`config.mk`:
```
export PLATFORM = sky130hd
export DESIGN_NAME = id_ex_stage_flat
export DESIGN_NICKNAME = d
export VERILOG_FILES = /design/src/rtl/id_ex_stage_if.sv /design/src/rtl/id_ex_stage.sv /design/src/flat_wrapper.sv
export SDC_FILE = /design/constraint.sdc
export NUM_CORES = 1
export LEC_CHECK = 0
export CAP_MARGIN = 40
export CORE_AREA = 8 8 196 105
export DETAILED_ROUTE_END_ITERATION = 10
export DIE_AREA = 0 0 204 113
export HOLD_SLACK_MARGIN = 0.15
export PLACE_DENSITY = 0.8
export SYNTH_ARGS = -nofsm -noshare
export SYNTH_HDL_FRONTEND = slang
export SYNTH_SLANG_ARGS = --single-unit
```
`constraint.sdc`:
```
create_clock -name clk -period 2.6 [get_ports clk]
set_clock_uncertainty 0.05 [all_clocks]
set_input_delay 0.26 -clock clk [delete_from_list [all_inputs] [get_ports clk]]
set_output_delay 0.26 -clock clk [all_outputs]
set_load 0.01 [all_outputs]
```
`src/rtl/id_ex_stage_if.sv`:
```
// id_ex_stage_if: the bus around the ID/EX pipeline register.
//   Decode side   : in_valid/in_ready handshake, source/destination indices,
//                   register-file read data, immediate, ALU op and control bits.
//   Bypass side   : EX/MEM and MEM/WB destination, write-enable and result.
//   Execute side  : out_valid/out_ready handshake, forwarded ALU operands,
//                   ALU control, store data, destination and control bits.
// Modports: slave = the pipeline stage, master = the surrounding pipeline/bench.
interface id_ex_stage_if #(
  parameter int XLEN   = 32,
  parameter int REG_AW = 5
);
  logic              in_valid;
  logic              in_ready;
  logic [REG_AW-1:0] rs1_addr;
  logic [REG_AW-1:0] rs2_addr;
  logic [XLEN-1:0]   rs1_data;
  logic [XLEN-1:0]   rs2_data;
  logic [XLEN-1:0]   imm;
  logic [REG_AW-1:0] rd_addr;
  logic              alu_src_imm;
  logic [3:0]        alu_ctrl_in;
  logic              reg_write_in;
  logic              mem_read_in;
  logic              mem_write_in;
  logic              branch_in;
  logic              flush;
  logic [REG_AW-1:0] exmem_rd;
  logic              exmem_reg_write;
  logic [XLEN-1:0]   exmem_result;
  logic [REG_AW-1:0] memwb_rd;
  logic              memwb_reg_write;
  logic [XLEN-1:0]   memwb_result;
  logic              out_valid;
  logic              out_ready;
  logic [XLEN-1:0]   alu_a;
  logic [XLEN-1:0]   alu_b;
  logic [3:0]        alu_ctrl;
  logic [XLEN-1:0]   store_data;
  logic [REG_AW-1:0] rd_out;
  logic              reg_write;
  logic              mem_read;
  logic              mem_write;
  logic              branch;

  modport slave (
    input  in_valid, rs1_addr, rs2_addr, rs1_data, rs2_data, imm, rd_addr,
           alu_src_imm, alu_ctrl_in, reg_write_in, mem_read_in, mem_write_in,
           branch_in, flush, exmem_rd, exmem_reg_write, exmem_result,
           memwb_rd, memwb_reg_write, memwb_result, out_ready,
    output in_ready, out_valid, alu_a, alu_b, alu_ctrl, store_data, rd_out,
           reg_write, mem_read, mem_write, branch
  );

  modport master (
    output in_valid, rs1_addr, rs2_addr, rs1_data, rs2_data, imm, rd_addr,
           alu_src_imm, alu_ctrl_in, reg_write_in, mem_read_in, mem_write_in,
           branch_in, flush, exmem_rd, exmem_reg_write, exmem_result,
           memwb_rd, memwb_reg_write, memwb_result, out_ready,
    input  in_ready, out_valid, alu_a, alu_b, alu_ctrl, store_data, rd_out,
           reg_write, mem_read, mem_write, branch
  );
endinterface

```
`src/rtl/id_ex_stage.sv`:
```
// id_ex_stage: one-entry decode->execute pipeline register with operand
// forwarding, feeding the ALU.
//   clk, reset : clock, synchronous active-high reset
//   bus        : id_ex_stage_if.slave (decode handshake + fields, bypass
//                results, execute handshake + ALU operands/controls)
// Forwarding is combinational on the held entry; while the entry stalls the
// held operand data is refreshed with the forwarded values so a producer that
// retires out of MEM/WB during the stall is not lost.

// Single-source bypass mux: EX/MEM beats MEM/WB, x0 is never forwarded.
module id_ex_fwd #(
  parameter int XLEN   = 32,
  parameter int REG_AW = 5
) (
  input  logic [REG_AW-1:0] src_addr,
  input  logic [XLEN-1:0]   src_data,
  input  logic [REG_AW-1:0] exmem_rd,
  input  logic              exmem_reg_write,
  input  logic [XLEN-1:0]   exmem_result,
  input  logic [REG_AW-1:0] memwb_rd,
  input  logic              memwb_reg_write,
  input  logic [XLEN-1:0]   memwb_result,
  output logic [XLEN-1:0]   fwd_data
);
  logic nz;
  assign nz = |src_addr;

  always_comb begin
    fwd_data = src_data;
    if (nz && exmem_reg_write && exmem_rd == src_addr)
      fwd_data = exmem_result;
    else if (nz && memwb_reg_write && memwb_rd == src_addr)
      fwd_data = memwb_result;
  end
endmodule

module id_ex_stage #(
  parameter int XLEN   = 32,
  parameter int REG_AW = 5
) (
  input logic         clk,
  input logic         reset,
  id_ex_stage_if.slave bus
);
  localparam int NUM_SRC = 2;

  typedef struct packed {
    logic [NUM_SRC-1:0][REG_AW-1:0] src_addr;
    logic [NUM_SRC-1:0][XLEN-1:0]   src_data;
    logic [XLEN-1:0]                imm;
    logic [REG_AW-1:0]              rd;
    logic                           alu_src_imm;
    logic [3:0]                     alu_ctrl;
    logic                           reg_write;
    logic                           mem_read;
    logic                           mem_write;
    logic                           branch;
  } entry_t;

  entry_t                       held;
  entry_t                       incoming;
  logic                         vld;
  logic                         load;
  logic [NUM_SRC-1:0][XLEN-1:0] fwd;

  assign incoming = '{
    src_addr:    {bus.rs2_addr, bus.rs1_addr},
    src_data:    {bus.rs2_data, bus.rs1_data},
    imm:         bus.imm,
    rd:          bus.rd_addr,
    alu_src_imm: bus.alu_src_imm,
    alu_ctrl:    bus.alu_ctrl_in,
    reg_write:   bus.reg_write_in,
    mem_read:    bus.mem_read_in,
    mem_write:   bus.mem_write_in,
    branch:      bus.branch_in
  };

  // Index 0 = rs1, index 1 = rs2.
  for (genvar s = 0; s < NUM_SRC; s++) begin : g_fwd
    id_ex_fwd #(.XLEN(XLEN), .REG_AW(REG_AW)) u_fwd (
      .src_addr        (held.src_addr[s]),
      .src_data        (held.src_data[s]),
      .exmem_rd        (bus.exmem_rd),
      .exmem_reg_write (bus.exmem_reg_write),
      .exmem_result    (bus.exmem_result),
      .memwb_rd        (bus.memwb_rd),
      .memwb_reg_write (bus.memwb_reg_write),
      .memwb_result    (bus.memwb_result),
      .fwd_data        (fwd[s])
    );
  end

  assign bus.in_ready = reset | ~vld | bus.out_ready;
  assign load         = bus.in_valid & bus.in_ready & ~bus.flush;

  always_ff @(posedge clk) begin
    if (reset) begin
      vld  <= 1'b0;
      held <= '0;
    end else if (bus.flush) begin
      // Drop both the held entry and whatever is offered; fields stay.
      vld <= 1'b0;
    end else if (load) begin
      vld  <= 1'b1;
      held <= incoming;
    end else if (vld && bus.out_ready) begin
      vld <= 1'b0;
    end else if (vld) begin
      // Stalled: latch forwarded values so late producers are retained.
      held.src_data <= fwd;
    end
  end

  assign bus.out_valid  = vld;
  assign bus.alu_a      = fwd[0];
  assign bus.alu_b      = held.alu_src_imm ? held.imm : fwd[1];
  assign bus.store_data = fwd[1];
  assign bus.alu_ctrl   = held.alu_ctrl;
  assign bus.rd_out     = held.rd;
  assign bus.reg_write  = held.reg_write;
  assign bus.mem_read   = held.mem_read;
  assign bus.mem_write  = held.mem_write;
  assign bus.branch     = held.branch;
endmodule

```
`src/flat_wrapper.sv`:
```
// flat-port wrapper written by rule: the top's interface ports become plain ports
module id_ex_stage_flat 
#(
  parameter int XLEN   = 32,
  parameter int REG_AW = 5
)
  (clk, reset, bus_in_valid, bus_rs1_addr, bus_rs2_addr, bus_rs1_data, bus_rs2_data, bus_imm, bus_rd_addr, bus_alu_src_imm, bus_alu_ctrl_in, bus_reg_write_in, bus_mem_read_in, bus_mem_write_in, bus_branch_in, bus_flush, bus_exmem_rd, bus_exmem_reg_write, bus_exmem_result, bus_memwb_rd, bus_memwb_reg_write, bus_memwb_result, bus_out_ready, bus_in_ready, bus_out_valid, bus_alu_a, bus_alu_b, bus_alu_ctrl, bus_store_data, bus_rd_out, bus_reg_write, bus_mem_read, bus_mem_write, bus_branch);
  id_ex_stage_if #(.XLEN(XLEN), .REG_AW(REG_AW)) bus_i ();
  input logic clk;
  input logic reset;
  input wire logic [$bits(bus_i.in_valid)-1:0] bus_in_valid;
  input wire logic [$bits(bus_i.rs1_addr)-1:0] bus_rs1_addr;
  input wire logic [$bits(bus_i.rs2_addr)-1:0] bus_rs2_addr;
  input wire logic [$bits(bus_i.rs1_data)-1:0] bus_rs1_data;
  input wire logic [$bits(bus_i.rs2_data)-1:0] bus_rs2_data;
  input wire logic [$bits(bus_i.imm)-1:0] bus_imm;
  input wire logic [$bits(bus_i.rd_addr)-1:0] bus_rd_addr;
  input wire logic [$bits(bus_i.alu_src_imm)-1:0] bus_alu_src_imm;
  input wire logic [$bits(bus_i.alu_ctrl_in)-1:0] bus_alu_ctrl_in;
  input wire logic [$bits(bus_i.reg_write_in)-1:0] bus_reg_write_in;
  input wire logic [$bits(bus_i.mem_read_in)-1:0] bus_mem_read_in;
  input wire logic [$bits(bus_i.mem_write_in)-1:0] bus_mem_write_in;
  input wire logic [$bits(bus_i.branch_in)-1:0] bus_branch_in;
  input wire logic [$bits(bus_i.flush)-1:0] bus_flush;
  input wire logic [$bits(bus_i.exmem_rd)-1:0] bus_exmem_rd;
  input wire logic [$bits(bus_i.exmem_reg_write)-1:0] bus_exmem_reg_write;
  input wire logic [$bits(bus_i.exmem_result)-1:0] bus_exmem_result;
  input wire logic [$bits(bus_i.memwb_rd)-1:0] bus_memwb_rd;
  input wire logic [$bits(bus_i.memwb_reg_write)-1:0] bus_memwb_reg_write;
  input wire logic [$bits(bus_i.memwb_result)-1:0] bus_memwb_result;
  input wire logic [$bits(bus_i.out_ready)-1:0] bus_out_ready;
  output wire logic [$bits(bus_i.in_ready)-1:0] bus_in_ready;
  output wire logic [$bits(bus_i.out_valid)-1:0] bus_out_valid;
  output wire logic [$bits(bus_i.alu_a)-1:0] bus_alu_a;
  output wire logic [$bits(bus_i.alu_b)-1:0] bus_alu_b;
  output wire logic [$bits(bus_i.alu_ctrl)-1:0] bus_alu_ctrl;
  output wire logic [$bits(bus_i.store_data)-1:0] bus_store_data;
  output wire logic [$bits(bus_i.rd_out)-1:0] bus_rd_out;
  output wire logic [$bits(bus_i.reg_write)-1:0] bus_reg_write;
  output wire logic [$bits(bus_i.mem_read)-1:0] bus_mem_read;
  output wire logic [$bits(bus_i.mem_write)-1:0] bus_mem_write;
  output wire logic [$bits(bus_i.branch)-1:0] bus_branch;
  assign bus_i.in_valid = bus_in_valid;
  assign bus_i.rs1_addr = bus_rs1_addr;
  assign bus_i.rs2_addr = bus_rs2_addr;
  assign bus_i.rs1_data = bus_rs1_data;
  assign bus_i.rs2_data = bus_rs2_data;
  assign bus_i.imm = bus_imm;
  assign bus_i.rd_addr = bus_rd_addr;
  assign bus_i.alu_src_imm = bus_alu_src_imm;
  assign bus_i.alu_ctrl_in = bus_alu_ctrl_in;
  assign bus_i.reg_write_in = bus_reg_write_in;
  assign bus_i.mem_read_in = bus_mem_read_in;
  assign bus_i.mem_write_in = bus_mem_write_in;
  assign bus_i.branch_in = bus_branch_in;
  assign bus_i.flush = bus_flush;
  assign bus_i.exmem_rd = bus_exmem_rd;
  assign bus_i.exmem_reg_write = bus_exmem_reg_write;
  assign bus_i.exmem_result = bus_exmem_result;
  assign bus_i.memwb_rd = bus_memwb_rd;
  assign bus_i.memwb_reg_write = bus_memwb_reg_write;
  assign bus_i.memwb_result = bus_memwb_result;
  assign bus_i.out_ready = bus_out_ready;
  assign bus_in_ready = bus_i.in_ready;
  assign bus_out_valid = bus_i.out_valid;
  assign bus_alu_a = bus_i.alu_a;
  assign bus_alu_b = bus_i.alu_b;
  assign bus_alu_ctrl = bus_i.alu_ctrl;
  assign bus_store_data = bus_i.store_data;
  assign bus_rd_out = bus_i.rd_out;
  assign bus_reg_write = bus_i.reg_write;
  assign bus_mem_read = bus_i.mem_read;
  assign bus_mem_write = bus_i.mem_write;
  assign bus_branch = bus_i.branch;
  id_ex_stage #(.XLEN(XLEN), .REG_AW(REG_AW)) u_core (.clk(clk), .reset(reset), .bus(bus_i));
endmodule
```
==> metrics.md <==
| Metric | Value |
|---|---|
| Status | `finished with violations` |
| Failing checks | `negative setup slack` |
| CP required | `2.29 ns` |
| Layout cell share with drive strength beyond 1 | `38.5%` |
| # IOs | `312` |
| Final max-slew violation count | `0` |
| Leakage | `5.61 nW` |
| DR iter-0 viols | `1439` |
| Avg WL per Cell | `27.5 um` |
| CTS max path bufs | `2` |
| Pin count of the biggest net entering global routing | `75` |
| Number of clock sinks | `121` |
| Crit path time final | `3.03 ns` |
| Rel. slew slack | `40.5%` |
| Starting Density | `42.7%` |
| Routability cong. | `0.915` |
| Multi-input logic area | `6090 um^2` |
| Peak supply drop | `0.462 mV` |
| Final worst setup slack | `-0.425 ns` |
| Die height | `113 um` |
| Flops & latches, synth | `121` |
| Worst Path Max Fanout | `7` |
| Core ar. | `17900 um^2` |
| Maxcap violations | `0` |
| Syn nets | `1153` |
| Post-Place Cells | `1514` |
| Crit path DAT | `2.72 ns` |
| Final setup violating endpoints | `96` |
| Antenna-violating nets left | `0` |
| PortBufs | `311` |
| Area Overhead vs Synth | `94.9%` |
| CP Launch Point | `u_core.held[113]` |
| Placed cell area | `11800 um^2` |
| HP Start | `bus_alu_ctrl_in[3]` |
| Synth area leaders | `dfxtp_1 32%, nand2_1 6.5%, a22oi_1 6.3%` |
| DP HPWL | `27900 um` |
| Final Hold Fails | `0` |
| Synthesized instance count | `952` |
| Reg-to-Reg Start | `u_core.held[113]` |
| Top FF cell, synth | `dfxtp_1` |
| Cell Area, Synth | `7630 um^2` |
| GR Overflow Total | `0` |
| Hold slack | `0.317 ns` |
| NumNets Final | `1600` |
| WS Path Type | `register to output pin` |
| Clock transition at path regs | `0.07 ns` |
| Die Area | `23100 um^2` |
| # DRC | `0` |
| Tcrit/Tclk final | `116%` |
| Sequential element share of the synthesized area | `31.7%` |
| Clk Latency, worst-skew pair | `0.44 ns` |
| Worst-margin pin slew | `0.892 ns` |
| H-tree lvl count | `4` |
| CTS tree | `done` |
| Startpoint class of the critical path | `register` |
| Largest area contributor in the netlist | `dfxtp_1` |
| Via count | `10751` |
| Filler cells | `1025` |
| RSZ-0062 raised after global routing | `yes` |
| Number of synthesized flops with an enable pin | `0` |
| Post-synth ARST share | `0%` |
| Setup WS pre-CTS | `-0.724 ns` |
| Yosys warns | `0` |
| Root Driver | `clkbuf_16` |
| Total power | `6.68 mW` |
| Syn Area/Cell | `8.02 um^2` |
| Register area | `2440 um^2` |
| Distinct cells, synth | `44` |
| Non-filler instance count after layout | `1653` |
| WL final | `45500 um` |
| DR pass1 iterations | `6` |
| Synth top area share | `31.7%` |
| P per Cell Area | `449 nW/um^2` |
| Crit. End Element | `output pin` |
| Vias per cell | `6.50` |
| Vias in the first global route | `10228` |
| Die Span X | `204 um` |
| Fmax | `0.331 GHz` |
| Hold Crit Class | `input pin to register` |
| First-pass GRT wire length | `63300 um` |
| Row count | `35` |
| Final instance area | `14900 um^2` |
| CTS buffer count | `17` |
| Overall Global Routing Usage | `35.2%` |
| Initial antenna violation count | `4` |
==> metrics by stage <==
stage,TNS (ns),util [%]
5_1_grt,-31.10,83.3
3_5_place_dp,-52.33,66.2
4_1_cts,-19.59,78.4
6_report,-26.58,83.3
2_1_floorplan,0,-
3_3_place_gp,-49.01,66.1
==> layout make-up <==
cell class	count	share of cell area, %
antenna	1	0.0168
clock buffer	18	2.89
clock inverter	14	1.18
multi-input combinational	718	40.9
sequential	121	16.4
tap	240	2.02
timing repair buffer	541	36.6
==> metal layers <==
layer / track usage [%] / wire, um
met1: 45.2 / 17800
met2: 52.1 / 19200
met3: 14.8 / 6540
met4: 12.6 / 1900
met5: 0 / 38
==> cells in the mapped netlist, types with 2 or more instances <==
library cell and count:
nand2_1 133, dfxtp_1 121, nor2_1 103, clkbuf_1 79, a22oi_1 64, a21oi_1 57, o221ai_1 49, o22ai_1 49
and2_1 33, a221oi_2 29, o31ai_1 22, nand4_1 17, o31a_1 17, o21a_1 16, a31oi_1 15, mux2_2 15
nor3_1 15, o2bb2ai_1 15, xnor2_1 15, buf_2 13, buf_4 12, a211oi_2 10, o31ai_2 10, a211oi_1 8
buf_1 5, buf_6 4, xor2_1 3, a221oi_1 2, nor2b_1 2, nor4b_1 2, or2_1 2, or2_2 2
or3_1 2
==> report_power, final <==
group          total [mW]  internal, mW  switching, mW
clock                2.53          1.51           1.02
sequential           2.05          1.96         0.0925
combinational        2.10          1.10          0.999
==> cell usage in the layout (no fill, tap or decap), types with 5 or more instances in the layout <==
master | netlist | layout
a211oi_4 | 0 | 14
a21oi_1 | 57 | 56
a221oi_4 | 0 | 28
a22oi_1 | 64 | 64
a31oi_4 | 0 | 14
and2_1 | 33 | 33
buf_12 | 0 | 36
buf_2 | 13 | 57
buf_4 | 12 | 129
buf_6 | 4 | 91
clkbuf_16 | 0 | 19
clkdlybuf4s50_1 | 0 | 212
clkinv_4 | 0 | 5
dfxtp_1 | 121 | 112
dfxtp_2 | 0 | 6
mux2_2 | 15 | 5
mux2_4 | 0 | 10
nand2_1 | 133 | 131
nand4_1 | 17 | 17
nor2_1 | 103 | 73
nor2_2 | 0 | 11
nor2_4 | 0 | 19
nor3_2 | 0 | 5
nor3_4 | 1 | 9
o21a_1 | 16 | 15
o221ai_1 | 49 | 49
o22ai_1 | 49 | 49
o2bb2ai_1 | 15 | 15
o31a_1 | 17 | 17
o31ai_1 | 22 | 8
o31ai_2 | 10 | 17
o31ai_4 | 0 | 7
xnor2_1 | 15 | 6
xnor2_4 | 0 | 6
==> registers in the layout (all words and copies together), names as in the netlist <==
| name | count |
|---|---|
| u_core.bus.out_valid | 1 |
| u_core.bus.reg_write | 1 |
| u_core.bus.mem_read | 1 |
| u_core.held | 107 |
| u_core.bus.rd_out | 5 |
| u_core.bus.mem_write | 1 |
| u_core.bus.alu_ctrl | 4 |
| u_core.bus.branch | 1 |
==> repair_timing <==
| item | CTS | global route |
|---|---|---|
| setup buffers | 72 | 45 |
| resized for setup | 624 | 126 |
| hold buffers | 0 | 0 |
| cloned | 6 | 2 |
| setup endpoints to repair | 96 | 96 |
| pin swaps | 81 | 53 |
==> critical path, cell delays in order (launching register included) <==
cell      delay [ns]
dfxtp_2         0.35
xor2_1          0.19
or3_4           0.41
or3_4           0.42
buf_12          0.17
buf_12          0.15
a221oi_4        0.32
nor2_1          0.10
buf_2           0.16
==> path summary, 6_finish.rpt <==
check	endpoint	slack, ns	cells after the start
worst max-delay path	bus_alu_a[24]	-0.43	8
worst min-delay path	u_core.bus.alu_ctrl[3]	0.32	3
worst max register to register	u_core.held[71]	0.08	9
worst min register to register	u_core.held[18]	0.40	2
==> cells by family (layout without fill, tap and decap cells) <==
kind of cell    after synthesis  count (layout)  share of synthesized area (%)
compound gates              367             367                           38.9
simple gates                318             318                           18.4
flops                       121             121                           31.7
buf+inv                     113             573                           6.75
xor+xnor                     18              18                           2.07
mux                          15              15                           2.21
other cells                   0               1                              0
Power figures use the tool's default switching activity.
